## config.mk

```make
export PLATFORM = sky130hd
export DESIGN_NAME = stream_mux_flat
export DESIGN_NICKNAME = d
export VERILOG_FILES = /design/src/rtl/stream_mux_pkg.sv /design/src/rtl/stream_mux_if.sv /design/src/rtl/stream_mux_rr_grant.sv /design/src/rtl/stream_mux.sv /design/src/flat_wrapper.sv
export SDC_FILE = /design/constraint.sdc
export NUM_CORES = 1
export LEC_CHECK = 0
export ABC_CLOCK_PERIOD_IN_PS = 1800
export BUFFER_PORTS_ARGS = -buffer_cell sky130_fd_sc_hd__clkbuf_2
export CORE_ASPECT_RATIO = 0.8
export CORE_MARGIN = 2
export CORE_UTILIZATION = 42
export DETAILED_ROUTE_END_ITERATION = 8
export PLACE_DENSITY = 0.83
export SYNTH_ARGS = -nofsm -noshare
export SYNTH_HDL_FRONTEND = slang
export SYNTH_SLANG_ARGS = --single-unit
```

## constraint.sdc

```tcl
create_clock -name clk -period 1.8 [get_ports clk]
set_clock_uncertainty 0.1 [all_clocks]
set_input_delay 0.18 -clock clk [delete_from_list [all_inputs] [get_ports clk]]
set_output_delay 0.18 -clock clk [all_outputs]
set_load 0.01 [all_outputs]
```

## src/rtl/stream_mux_pkg.sv

```systemverilog
// Shared constants, types and index helpers for the stream_mux slice.
// Used by stream_mux, stream_mux_if and rr_grant.
package stream_mux_pkg;

   localparam int WORD_LEN = 32;

   localparam int MODE_FIXED = 0;
   localparam int MODE_RR = 1;

   localparam logic [15:0] CNT_MAX = 16'hFFFF;

   typedef enum logic {
      EMPTY = 1'b0,
      FULL  = 1'b1
   } out_state_e;

   // (a + b) mod n, valid for a, b < n
   function automatic int wrap_add(int a, int b, int n);
      int s;
      s = a + b;
      return (s >= n) ? s - n : s;
   endfunction

   function automatic int wrap_inc(int idx, int n);
      return wrap_add(idx, 1, n);
   endfunction

endpackage

```

## src/rtl/stream_mux_if.sv

```systemverilog
// Handshake bundle between N input channels and one output stream.
// master drives the inputs, slave is the mux side.
interface stream_mux_if
   import stream_mux_pkg::*;
#(
   parameter int WIDTH = WORD_LEN,
   parameter int N = 4
);

   localparam int SW = $clog2(N);

   logic [N*WIDTH-1:0] in_data;
   logic [N-1:0]       in_valid;
   logic [N-1:0]       in_ready;
   logic [SW-1:0]      sel;
   logic [WIDTH-1:0]   out_data;
   logic               out_valid;
   logic               out_ready;
   logic [SW-1:0]      out_chan;

   modport master (
      output in_data,
      output in_valid,
      output sel,
      output out_ready,
      input  in_ready,
      input  out_data,
      input  out_valid,
      input  out_chan
   );

   modport slave (
      input  in_data,
      input  in_valid,
      input  sel,
      input  out_ready,
      output in_ready,
      output out_data,
      output out_valid,
      output out_chan
   );

endinterface

```

## src/rtl/stream_mux_rr_grant.sv

```systemverilog
// Round-robin arbiter: first valid channel scanning upward from start,
// wrapping from N-1 to 0.
module rr_grant
   import stream_mux_pkg::*;
#(
   parameter int N = 4
) (
   input  logic [N-1:0]         valid,
   input  logic [$clog2(N)-1:0] start,
   output logic [$clog2(N)-1:0] grant,
   output logic                 found
);

   localparam int SW = $clog2(N);

   // Scan farthest offset first so the nearest valid channel wins.
   always_comb begin
      grant = '0;
      found = 1'b0;
      for (int i = N - 1; i >= 0; i--) begin
         if (valid[SW'(wrap_add(int'(start), i, N))]) begin
            grant = SW'(wrap_add(int'(start), i, N));
            found = 1'b1;
         end
      end
   end

endmodule

```

## src/rtl/stream_mux.sv

```systemverilog
// N-to-1 stream mux with a registered output stage, fixed or round-robin.
// Define STREAM_MUX_STATS_EN to add the saturating xfer_cnt output.
module stream_mux
   import stream_mux_pkg::*;
#(
   parameter int WIDTH = WORD_LEN,
   parameter int N = 4,
   parameter int MODE = MODE_FIXED
) (
   input logic         clk,
   input logic         rst,
   stream_mux_if.slave bus
`ifdef STREAM_MUX_STATS_EN
   ,
   output logic [15:0] xfer_cnt
`endif
);

   localparam int SW = $clog2(N);

   out_state_e state_q;
   out_state_e state_d;

   logic             can_load;
   logic             grant_ok;
   logic             xfer;
   logic [SW-1:0]    grant;
   logic [WIDTH-1:0] grant_data;
   logic [WIDTH-1:0] data_q;
   logic [SW-1:0]    chan_q;

   generate
      if (MODE == MODE_RR) begin : g_rr
         logic [SW-1:0] rr_ptr;

         rr_grant #(
            .N(N)
         ) u_rr_grant (
            .valid(bus.in_valid),
            .start(rr_ptr),
            .grant(grant),
            .found(grant_ok)
         );

         always_ff @(posedge clk) begin
            if (rst) begin
               rr_ptr <= '0;
            end else if (xfer) begin
               rr_ptr <= SW'(wrap_inc(int'(grant), N));
            end
         end
      end else begin : g_fixed
         // sel may exceed N-1 when N is not a power of two
         assign grant = bus.sel;
         assign grant_ok = (int'(bus.sel) < N);
      end
   endgenerate

   assign grant_data = bus.in_data[grant*WIDTH +: WIDTH];

   always_comb begin
      can_load = (state_q == EMPTY) || bus.out_ready;
      bus.in_ready = '0;
      xfer = 1'b0;
      if (!rst && can_load && grant_ok) begin
         bus.in_ready = {{(N-1){1'b0}}, 1'b1} << grant;
         xfer = bus.in_valid[grant];
      end
      state_d = state_q;
      if (xfer) begin
         state_d = FULL;
      end else if (bus.out_ready) begin
         state_d = EMPTY;
      end
   end

   always_ff @(posedge clk) begin
      if (rst) begin
         state_q <= EMPTY;
      end else begin
         state_q <= state_d;
      end
   end

   always_ff @(posedge clk) begin
      if (rst) begin
         data_q <= '0;
         chan_q <= '0;
      end else if (xfer) begin
         data_q <= grant_data;
         chan_q <= grant;
      end
   end

   assign bus.out_valid = (state_q == FULL);
   assign bus.out_data = data_q;
   assign bus.out_chan = chan_q;

`ifdef STREAM_MUX_STATS_EN
   always_ff @(posedge clk) begin
      if (rst) begin
         xfer_cnt <= '0;
      end else if (xfer && xfer_cnt != CNT_MAX) begin
         xfer_cnt <= xfer_cnt + 16'd1;
      end
   end
`endif

endmodule

```

## src/flat_wrapper.sv

```systemverilog
// flat-port wrapper written by rule: the top's interface ports become plain ports
module stream_mux_flat import stream_mux_pkg::*;
#(
   parameter int WIDTH = WORD_LEN,
   parameter int N = 4,
   parameter int MODE = MODE_FIXED
)
  (clk, rst, bus_in_data, bus_in_valid, bus_sel, bus_out_ready, bus_in_ready, bus_out_data, bus_out_valid, bus_out_chan);
  stream_mux_if #(.WIDTH(WIDTH), .N(N)) bus_i ();
  input logic clk;
  input logic rst;
  input wire logic [$bits(bus_i.in_data)-1:0] bus_in_data;
  input wire logic [$bits(bus_i.in_valid)-1:0] bus_in_valid;
  input wire logic [$bits(bus_i.sel)-1:0] bus_sel;
  input wire logic [$bits(bus_i.out_ready)-1:0] bus_out_ready;
  output wire logic [$bits(bus_i.in_ready)-1:0] bus_in_ready;
  output wire logic [$bits(bus_i.out_data)-1:0] bus_out_data;
  output wire logic [$bits(bus_i.out_valid)-1:0] bus_out_valid;
  output wire logic [$bits(bus_i.out_chan)-1:0] bus_out_chan;
  assign bus_i.in_data = bus_in_data;
  assign bus_i.in_valid = bus_in_valid;
  assign bus_i.sel = bus_sel;
  assign bus_i.out_ready = bus_out_ready;
  assign bus_in_ready = bus_i.in_ready;
  assign bus_out_data = bus_i.out_data;
  assign bus_out_valid = bus_i.out_valid;
  assign bus_out_chan = bus_i.out_chan;
  stream_mux #(.WIDTH(WIDTH), .N(N), .MODE(MODE)) u_core (.clk(clk), .rst(rst), .bus(bus_i));
endmodule
```

==> results of run 1 <==
placed cells by master, fill, tap and decap left out:
cell,instances
and3_1,1
a21oi_1,21
mux2_2,1
and4_1,1
mux4_2,33
nor2_1,2
inv_1,34
nand2b_2,1
a31o_1,32
buf_12,4
a211oi_2,2
clkbuf_8,7
clkbuf_2,175
nand4_1,32
buf_4,6
clkbuf_1,1
nand2_1,1
dfxtp_1,35
a21oi_2,12
and4b_1,1
a41o_1,2
inv_2,2
path summary, 6_finish.rpt:
check / end / depth (start not counted)
max: bus_in_ready[2] / 4
min: u_core.bus.out_data[21] / 4
max reg2reg: u_core.bus.out_data[8] / 4
min reg2reg: u_core.bus.out_data[0] / 3
layout make-up:
cell class / count / share of cell area
multi-input combinational: 142 / 0.430
tap: 81 / 0.0284
inverter: 36 / 0.0378
sequential: 35 / 0.196
timing repair buffer: 185 / 0.280
clock buffer: 8 / 0.0280
flip-flops by register name, indices dropped and copies added, names as in the netlist:
name and cells:
u_core.bus.out_chan 2, u_core.bus.out_data 32, u_core.bus.out_valid 1
through the flow:
step	setup slack, ns	area [um^2]
floorplan	0.310	2550
global placement	0.195	3470
detailed placement	0.137	3470
CTS	0.113	3570
global route	0.0346	3570
finish	0.130	3570
cell families (layout without fill, tap and decap cells):
| logic type | Yosys count | after routing | synth area share |
|---|---|---|---|
| buf+inv | 70 | 229 | 0.125 |
| compound gates | 69 | 69 | 0.210 |
| simple gates | 39 | 39 | 0.0951 |
| flops | 35 | 35 | 0.274 |
| mux | 34 | 34 | 0.295 |
worst max-delay path: stages, from the launching register on:
cell,delay (ns)
dfxtp_1,0.32
nand2b_2,0.22
buf_12,0.22
and4b_1,0.22
clkbuf_2,0.14
layer usage:
metal	global-route usage	up-vias	wire [um]	share of wire
met5	0	-	0	0
met4	0.0337	0	27	0.0039
met3	0.0451	2	460	0.066
met2	0.383	95	3750	0.54
met1	0.245	1216	2750	0.39
li1	-	1266	-	-
power by group:
| part | total [uW] | switching (uW) | internal, uW | leakage [uW] |
|---|---|---|---|---|
| registers | 856 | 27.6 | 828 | 0.000286 |
| logic | 677 | 313 | 364 | 0.00126 |
| clock network | 616 | 267 | 349 | 0.0000515 |
==> results.md, run 1 <==
* Cts hold-fix bufs at 0
* Core area at 5880 um^2
* CP Launch Point: u_core.bus.out_valid
* Post-synth EDFFs at 0
* Row count at 25
* First-pass GRT wire length at 11100 um
* Vias in the first global route at 2403
* Area occupied by multi-input gates at 1540 um^2
* Max transition margin at 0.788
* Cell total after placement at 479
* Grt ovf at 0
* Ports at 176
* CP Max Fanout at 30
* Critical Path End Type: output port
* R2r startpoint: u_core.bus.out_valid
* Clock latency on the worst-skew pair at 0.27 ns
* Max Slew Vio Count at 0
* Most common cell in the synthesized netlist: dfxtp_1
* Root Driver: clkbuf_8
* Max Fclk at 599 MHz
* Period utilization at 0.928
* Synthesized Nets at 384
* RSZ-0062 raised after global routing: no
* Synthesized area per cell at 10.3 um^2
* Fill count at 517
* DR WL/cell at 14.3 um
* RePlAce Congestion at 0.718
* DIE WIDTH at 91.2 um
* CP required at 1.52 ns
* Via count at 2579
* Area delta synth->final at 39.9%
* Synth warn at 0
* DRC violations left at 0
* All-Layer GR Usage at 0.203
* HP Class: in -> reg
* Final ANT Viol Nets at 0
* ANT cells at 0
* Power Total at 2150 uW
* #FFs+latches synth at 35
* Leak Pwr at 0.00160 uW
* Outcome: finished, final reports clean
* DR vias/cell at 5.30
* Post-synth top cells: 35 x dfxtp_1, 34 x inv_1, 33 x mux4_2, 32 x a31o_1, 32 x nand4_1
* R2R setup slack at 0.50 ns
* Synth Cell Area at 2550 um^2
* CP Class: reg -> out
* Crit path launch type: register
* Die Y at 73.7 um
* Fin Setup TNS at 0 ns
* Largest net degree at the start of global routing at 69
* Initial DRC count at 62
* Final Hold Slack at 0.192 ns
* TritonCTS clock tree: yes
* Post-CTS setup buffer count at 0
* Distinct cells, synth at 21
* Clock-pin slew of the registers on the worst-case setup and hold paths at 0.07 ns
* Initial Util at 0.434
* Final wirelength at 6990 um
* Ys flop type: dfxtp_1
* Post-Syn Instances at 247
* Clock buffer depth at 2
* CTS resizes at 0
* Sequential area share after synthesis at 0.274
* Die Footprint at 6720 um^2
* Minimum clock period at 1.67 ns
* Port Buffer Count at 175
* H-tree levels at 2
* Worst Path Arrival at 1.39 ns
* Max-Cap Viols at 0
* Worst-Margin Slew at 0.318 ns
* Share of the synthesized area in the top cell type at 0.291
* Pre-Repair DR Iteration Count at 4
* Layout cell share with drive strength beyond 1 at 0.599
* Fin. Hold Viols at 0
* CTS Buf Count at 5
* PwrDens at 601 nW/um^2
* Hold_sp: rst
* Initial antenna violation count at 0
* Placed wire-length estimate at 5400 um
* Ranking of synthesized cells by area: mux4_2 29%, dfxtp_1 27%, a31o_1 11%
* Synth async-reset ratio at 0
* Fin cells at 487
* Max VDD drop at 0.291 mV
* Largest area contributor in the netlist: mux4_2
* Clock Sink Count at 35
* Final #Nets at 542
* Final core occ at 0.608
* FF/Latch Area at 701 um^2
* Setup violations, final at 0
No activity file was read; power rests on OpenSTA's default activity.
==> run 2, diff against run 1 <==
--- a/config.mk
+++ b/config.mk
@@ -12,6 +12,7 @@
 export CORE_UTILIZATION = 42
 export DETAILED_ROUTE_END_ITERATION = 8
 export PLACE_DENSITY = 0.83
+export REMOVE_ABC_BUFFERS = 1
 export SYNTH_ARGS = -nofsm -noshare
 export SYNTH_HDL_FRONTEND = slang
 export SYNTH_SLANG_ARGS = --single-unit
==> constraint.sdc (replaced) <==
create_clock -name clk -period 1.8 [get_ports clk]
set_clock_uncertainty 0.1 [all_clocks]
set_input_delay 0.36 -clock clk [delete_from_list [all_inputs] [get_ports clk]]
set_output_delay 0.36 -clock clk [all_outputs]
set_load 0.01 [all_outputs]
==> results.md, run 2 (synthesis results as in run 1) <==
* Outcome: finished, final reports clean (unchanged)
* Grt ovf at 0 (unchanged)
* Worst setup margin at 0.133 ns (was 0.130 ns)
* Placed wire-length estimate at 5870 um (was 5400 um)
* Clock buffer depth at 2 (unchanged)
* Setup violations, final at 0 (unchanged)
* Initial DRC count at 68 (was 62)
* Pre-Repair DR Iteration Count at 4 (unchanged)
* FF/Latch Area at 701 um^2 (unchanged)
* Gate power share at 0.341 (was 0.315)
* Cts hold-fix bufs at 0 (unchanged)
* DP Worst Slack at -0.0410 ns (was 0.137 ns)
* Fin Setup TNS at 0 ns (unchanged)
* Initial Util at 0.434 (unchanged)
* CP Max Fanout at 19 (was 30)
* RSZ-0062 raised after global routing: no (unchanged)
* CTS resizes at 0 (unchanged)
* Final #Nets at 548 (was 542)
* Max Slew Vio Count at 0 (unchanged)
* Crit-path max cell delay at 0.33 ns (was 0.32 ns)
* Final core occ at 0.613 (was 0.608)
* Root Driver: clkbuf_8 (unchanged)
* Final ANT Viol Nets at 0 (unchanged)
* Area occupied by multi-input gates at 1540 um^2 (unchanged)
* Final wirelength at 7400 um (was 6990 um)
* Largest net degree at the start of global routing at 35 (was 69)
* Post-CTS setup buffer count at 0 (unchanged)
* ANT cells at 0 (unchanged)
* Clock Sink Count at 35 (unchanged)
* Area delta synth->final at 41.1% (was 39.9%)
* Max-Cap Viols at 0 (unchanged)
* DRC violations left at 0 (unchanged)
* Fin. Hold Viols at 0 (unchanged)
* HP Class: in -> reg (unchanged)
* First-pass GRT wire length at 11500 um (was 11100 um)
* Area after DPL at 3530 um^2 (was 3470 um^2)
* CP max stage cell: buf_4 (was dfxtp_1)
* Cell area after layout at 3600 um^2 (was 3570 um^2)
* Max transition margin at 0.786 (was 0.788)
* RePlAce Congestion at 0.806 (was 0.718)
* Clock latency on the worst-skew pair at 0.27 ns (about the same)
* PwrDens at 575 nW/um^2 (was 601 nW/um^2)
* Max reg flops at 32 (unchanged)
* Die Y at 73.7 um (unchanged)
* Internal Power at 1470 uW (was 1540 uW)
* Commonest non-fill, non-tap cell in the layout: clkbuf_2 (unchanged)
* Top cell by count, worst path: clkbuf_2
* Ports at 176 (unchanged)
* Fill count at 545 (was 517)
* Initial antenna violation count at 0 (unchanged)
* H-tree levels at 2 (unchanged)
* Worst path cell trace: clkbuf_2 > buf_4 > and4b_1 > clkbuf_2 (was nand2b_2 > buf_12 > and4b_1 > clkbuf_2)
* Most frequent cells in the layout: 175 x clkbuf_2, 35 x dfxtp_1, 34 x inv_1 (unchanged)
* Port Buffer Count at 175 (unchanged)
* Max VDD drop at 0.273 mV (was 0.291 mV)
* Leak Pwr at 0.00161 uW (was 0.00160 uW)
* Psw at 608 uW (was 607 uW)
* Vias in the first global route at 2594 (was 2403)
* TritonCTS clock tree: yes (unchanged)
* CP required at 1.34 ns (was 1.52 ns)
* Reg power frac at 0.413 (was 0.398)
* DR vias/cell at 5.40 (was 5.30)
* Worst Path Arrival at 1.21 ns (was 1.39 ns)
* Period utilization at 0.926 (was 0.928)
* Crit path launch type: primary input (was register)
* Switch share at 0.293 (was 0.283)
* Final Hold Slack at 0.422 ns (was 0.192 ns)
* CTS Buf Count at 5 (unchanged)
* Row count at 25 (unchanged)
* Critical Path End Type: output port (unchanged)
* Die Footprint at 6720 um^2 (unchanged)
* Via count at 2651 (was 2579)
* Clock-pin slew of the registers on the worst-case setup and hold paths at 0.06 ns (was 0.07 ns)
* DIE WIDTH at 91.2 um (unchanged)
* Clock power share at 0.247 (was 0.287)
* DR WL/cell at 15.1 um (was 14.3 um)
* All-Layer GR Usage at 0.215 (was 0.203)
* Worst-Margin Slew at 0.321 ns (was 0.318 ns)
* Minimum clock period at 1.67 ns (about the same)
* Core area at 5880 um^2 (unchanged)
* Layout cell share with drive strength beyond 1 at 0.602 (was 0.599)
* CP Class: in -> out (was reg -> out)
* Max Fclk at 600 MHz (was 599 MHz)
run 2: cell types whose count changed in the layout (fill, tap and decap cells not counted), sizes merged:
cell | previous run | this run
buf | 10 | 16
clkbuf | 183 | 181
run 2: layer usage:
layer,global-route usage,part of all wire,up-vias
met4,0.0505,0.012,0
met2,0.406,0.52,113
met3,0.0523,0.070,9
met1,0.249,0.40,1248
li1,-,-,1281
met5,0,0,-
run 2: final timing paths:
kind | from | cells after the start | slack, ns | end
min reg2reg | u_core.bus.out_data[0] | 3 | 0.43 | u_core.bus.out_data[0]
max reg2reg | u_core.bus.out_valid | 4 | 0.42 | u_core.bus.out_data[21]
max | bus_sel[0] | 4 | 0.13 | bus_in_ready[2]
min | bus_in_valid[2] | 3 | 0.42 | u_core.bus.out_chan[1]
run 2: metrics by stage:
step / std cells / power (uW)
5_1_grt: 491 / 2190
4_1_cts: 491 / 2100
3_3_place_gp: 485 / 1560
2_1_floorplan: 213 / 1220
3_5_place_dp: 485 / 1580
6_report: 491 / 2070
run 2: cell type report:
cell class,count,share of cell area
Inverter,36,0.0375
Tap cell,81,0.0281
Sequential cell,35,0.194
Timing Repair Buffer,191,0.294
Clock buffer,6,0.0201
Multi-Input combinational cell,142,0.426
run 2: power by group through the flow:
stage          clock (uW)  sequential [uW]  combinational (uW)
2_1_floorplan           0              896                 321
3_3_place_gp            0              870                 687
3_5_place_dp            0              873                 710
4_1_cts               528              856                 713
5_1_grt               559              862                 768
6_report              511              855                 707
run 2: critical path, delay by kind of cell:
kind	cells	cell delay (ns)
buffers and inverters	3	0.60
and+or+nand+nor	1	0.24
==> run 3, diff against run 2 <==
--- a/config.mk
+++ b/config.mk
@@ -9,10 +9,11 @@
 export BUFFER_PORTS_ARGS = -buffer_cell sky130_fd_sc_hd__clkbuf_2
 export CORE_ASPECT_RATIO = 0.8
 export CORE_MARGIN = 2
-export CORE_UTILIZATION = 42
+export CORE_UTILIZATION = 39
 export DETAILED_ROUTE_END_ITERATION = 8
-export PLACE_DENSITY = 0.83
+export PLACE_DENSITY = 0.82
 export REMOVE_ABC_BUFFERS = 1
 export SYNTH_ARGS = -nofsm -noshare
 export SYNTH_HDL_FRONTEND = slang
+export SYNTH_HIERARCHICAL = 1
 export SYNTH_SLANG_ARGS = --single-unit
==> results.md, run 3 <==
* Outcome: finished, final reports clean (unchanged)
* Final Hold Slack at 0.350 ns (was 0.422 ns)
* Die Footprint at 6190 um^2 (was 6720 um^2)
* Post-synth EDFFs at 0 (unchanged)
* Final wirelength at 7140 um (was 7400 um)
* Layout cell share with drive strength beyond 1 at 0.625 (was 0.602)
* Largest area contributor in the netlist: mux4_2 (unchanged)
* DRC violations left at 0 (unchanged)
* DR WL/cell at 16.0 um (was 15.1 um)
* Busiest grt layer: met2 (unchanged)
* Most frequent cells in the layout: 173 x clkbuf_2, 35 x a21oi_1, 34 x nand3_1, 34 x dfxtp_1, 32 x mux4_2 (was 175 x clkbuf_2, 35 x dfxtp_1, 34 x inv_1)
* Synth warn at 6 (was 0)
* Vias in the first global route at 2453 (was 2594)
* Met2 usage at 0.399 (was 0.406)
* Fill count at 483 (was 545)
* Ports at 176 (unchanged)
* GR Util met3 at 0.0490 (was 0.0523)
* Max reg flops at 32 (unchanged)
* Row count at 24 (was 25)
* R2R cell count at 4 (unchanged)
* Cell total after placement at 438 (was 485)
* Largest net degree at the start of global routing at 35 (unchanged)
* ANT cells at 0 (unchanged)
* Worst Path Arrival at 1.27 ns (was 1.21 ns)
* Core area at 5410 um^2 (was 5880 um^2)
* DR vias/cell at 5.48 (was 5.40)
* Ys flop type: dfxtp_1 (unchanged)
* Initial Util at 0.402 (was 0.434)
* Distinct cells, synth at 23 (was 21)
* Fin Setup TNS at 0 ns (unchanged)
* CP required at 1.34 ns (about the same)
* Final #Nets at 518 (was 548)
* H-tree levels at 2 (unchanged)
* Fin. Hold Viols at 0 (unchanged)
* TritonCTS clock tree: yes (unchanged)
* Post-synth top cells: 35 x a21oi_1, 35 x dfxtp_1, 34 x nand3_1, 32 x mux4_2, 29 x o21ai_0 (was 35 x dfxtp_1, 34 x inv_1, 33 x mux4_2, 32 x a31o_1, 32 x nand4_1)
* Fin cells at 446 (was 491)
* Minimum clock period at 1.73 ns (was 1.67 ns)
* CP max stage cell: dfxtp_2 (was buf_4)
* Clock-pin slew of the registers on the worst-case setup and hold paths at 0.06 ns (about the same)
* WHS Path Cells at 3 (unchanged)
* Post-Syn Instances at 210 (was 247)
* Leak Pwr at 0.00151 uW (was 0.00161 uW)
* Synthesized area per cell at 10.3 um^2 (about the same)
* DIE WIDTH at 87.4 um (was 91.2 um)
* CP Max Fanout at 5 (was 19)
* Max VDD drop at 0.312 mV (was 0.273 mV)
* #FFs+latches synth at 35 (unchanged)
* Synth async-reset ratio at 0 (unchanged)
* Worst setup margin at 0.0675 ns (was 0.133 ns)
* Die Y at 70.8 um (was 73.7 um)
* Commonest non-fill, non-tap cell in the layout: clkbuf_2 (unchanged)
* Worst path cell trace: nor2b_4 > buf_4 > nor4b_2 > clkbuf_2 (was clkbuf_2 > buf_4 > and4b_1 > clkbuf_2)
* Clock latency on the worst-skew pair at 0.27 ns (about the same)
* RePlAce Congestion at 0.778 (was 0.806)
* Max Slew Vio Count at 0 (unchanged)
* Post-CTS setup buffer count at 0 (unchanged)
* Grt ovf at 0 (unchanged)
* PwrDens at 640 nW/um^2 (was 575 nW/um^2)
* Initial antenna violation count at 0 (unchanged)
* CP Class: reg -> out (was in -> out)
* Share of the synthesized area in the top cell type at 0.332 (was 0.291)
* Max-Cap Viols at 0 (unchanged)
* Root Driver: clkbuf_8 (unchanged)
* Crit-path max cell delay at 0.33 ns (about the same)
* Max Fclk at 577 MHz (was 600 MHz)
* Crit path launch type: register (was primary input)
* Area delta synth->final at 51.2% (was 41.1%)
* Ranking of synthesized cells by area: mux4_2 33%, dfxtp_1 32%, a21oi_1 8.1% (was mux4_2 29%, dfxtp_1 27%, a31o_1 11%)
* RSZ-0062 raised after global routing: yes (was no)
* Critical Path End Type: output port (unchanged)
* Sequential area share after synthesis at 0.323 (was 0.274)
* Placed wire-length estimate at 5400 um (was 5870 um)
* Via count at 2444 (was 2651)
* DP Worst Slack at -0.314 ns (was -0.0410 ns)
* Met1 usage at 0.295 (was 0.249)
* Clock buffer depth at 2 (unchanged)
* Max transition margin at 0.546 (was 0.786)
* Synth Cell Area at 2170 um^2 (was 2550 um^2)
* Final ANT Viol Nets at 0 (unchanged)
* Clock Sink Count at 35 (unchanged)
* Period utilization at 0.962 (was 0.926)
* CTS Buf Count at 5 (unchanged)
* HP Class: in -> reg (unchanged)
* All-Layer GR Usage at 0.232 (was 0.215)
* First-pass GRT wire length at 11300 um (was 11500 um)
* Worst-Margin Slew at 0.679 ns (was 0.321 ns)
* Pre-Repair DR Iteration Count at 4 (unchanged)
* Port Buffer Count at 175 (unchanged)
* Initial DRC count at 93 (was 68)
* Setup violations, final at 0 (unchanged)
run 3: changes by cell type after synthesis, sizes merged, moves of 4 or more:
cell | before | now
a31o | 32 | 0
nand4 | 32 | 0
buf | 13 | 17
nand3 | 0 | 34
inv | 36 | 1
clkbuf | 21 | 9
o21ai | 0 | 34
run 3: logic make-up after synthesis:
family,Yosys count,synth area share
flip-flops,35,0.323
multiplexers,34,0.342
buffers and inverters,27,0.0651
AND/OR/NAND/NOR,45,0.112
AO/OA/AOI/OAI,69,0.159
run 3: cell type report:
cell class	instances	area [um^2]	area share
timing repair buffer	189	1020	0.311
inverter	1	3.75	0.00114
clock buffer	6	82.6	0.0251
multi-input combinational	149	1390	0.423
clock inverter	1	5.00	0.00152
tap	65	81.3	0.0248
sequential	35	702	0.214
run 3: critical path: cells and delay by family, from the launching register on:
family,cells,cell delay (ns)
AND/OR/NAND/NOR,2,0.34
flip-flops,1,0.33
buffers and inverters,2,0.33
run 3: metal layers:
metal,vias up,routed length (um)
met5,-,0
met3,7,545
met2,112,3570
met4,0,70
met1,1158,2960
li1,1167,-
run 3: path summary, 6_finish.rpt:
kind | start | end | slack, ns
min | bus_out_ready | u_core/bus.out_valid | 0.35
max reg2reg | u_core/bus.out_valid | u_core/bus.out_data[1] | 0.14
max | u_core/bus.out_valid | bus_in_ready[1] | 0.07
min reg2reg | u_core/bus.out_data[23] | u_core/bus.out_data[23] | 0.36
run 3: power breakdown:
group	total [uW]	switching (uW)	internal [uW]
Sequential	875	33.4	842
Combinational	661	304	357
Clock	566	266	300
run 3: per-stage QoR:
stage | cell area, um^2 | power, uW | utilization
final | 3280 | 2100 | 0.608
after global placement | 3130 | 1510 | 0.579
after detailed placement | 3130 | 1530 | 0.579
after global routing | 3280 | 2230 | 0.608
after floorplan | 2030 | 1180 | -
after CTS | 3250 | 2110 | 0.601
run 3: repair_timing:
action / 4_1_cts / 5_1_grt
gates resized for setup: 5 / 10
hold endpoints to repair: 0 / 0
hold buffers: 0 / 0
pin swaps: 1 / 0
endpoints found under the setup margin: 35 / 24
gates cloned: 1 / 0
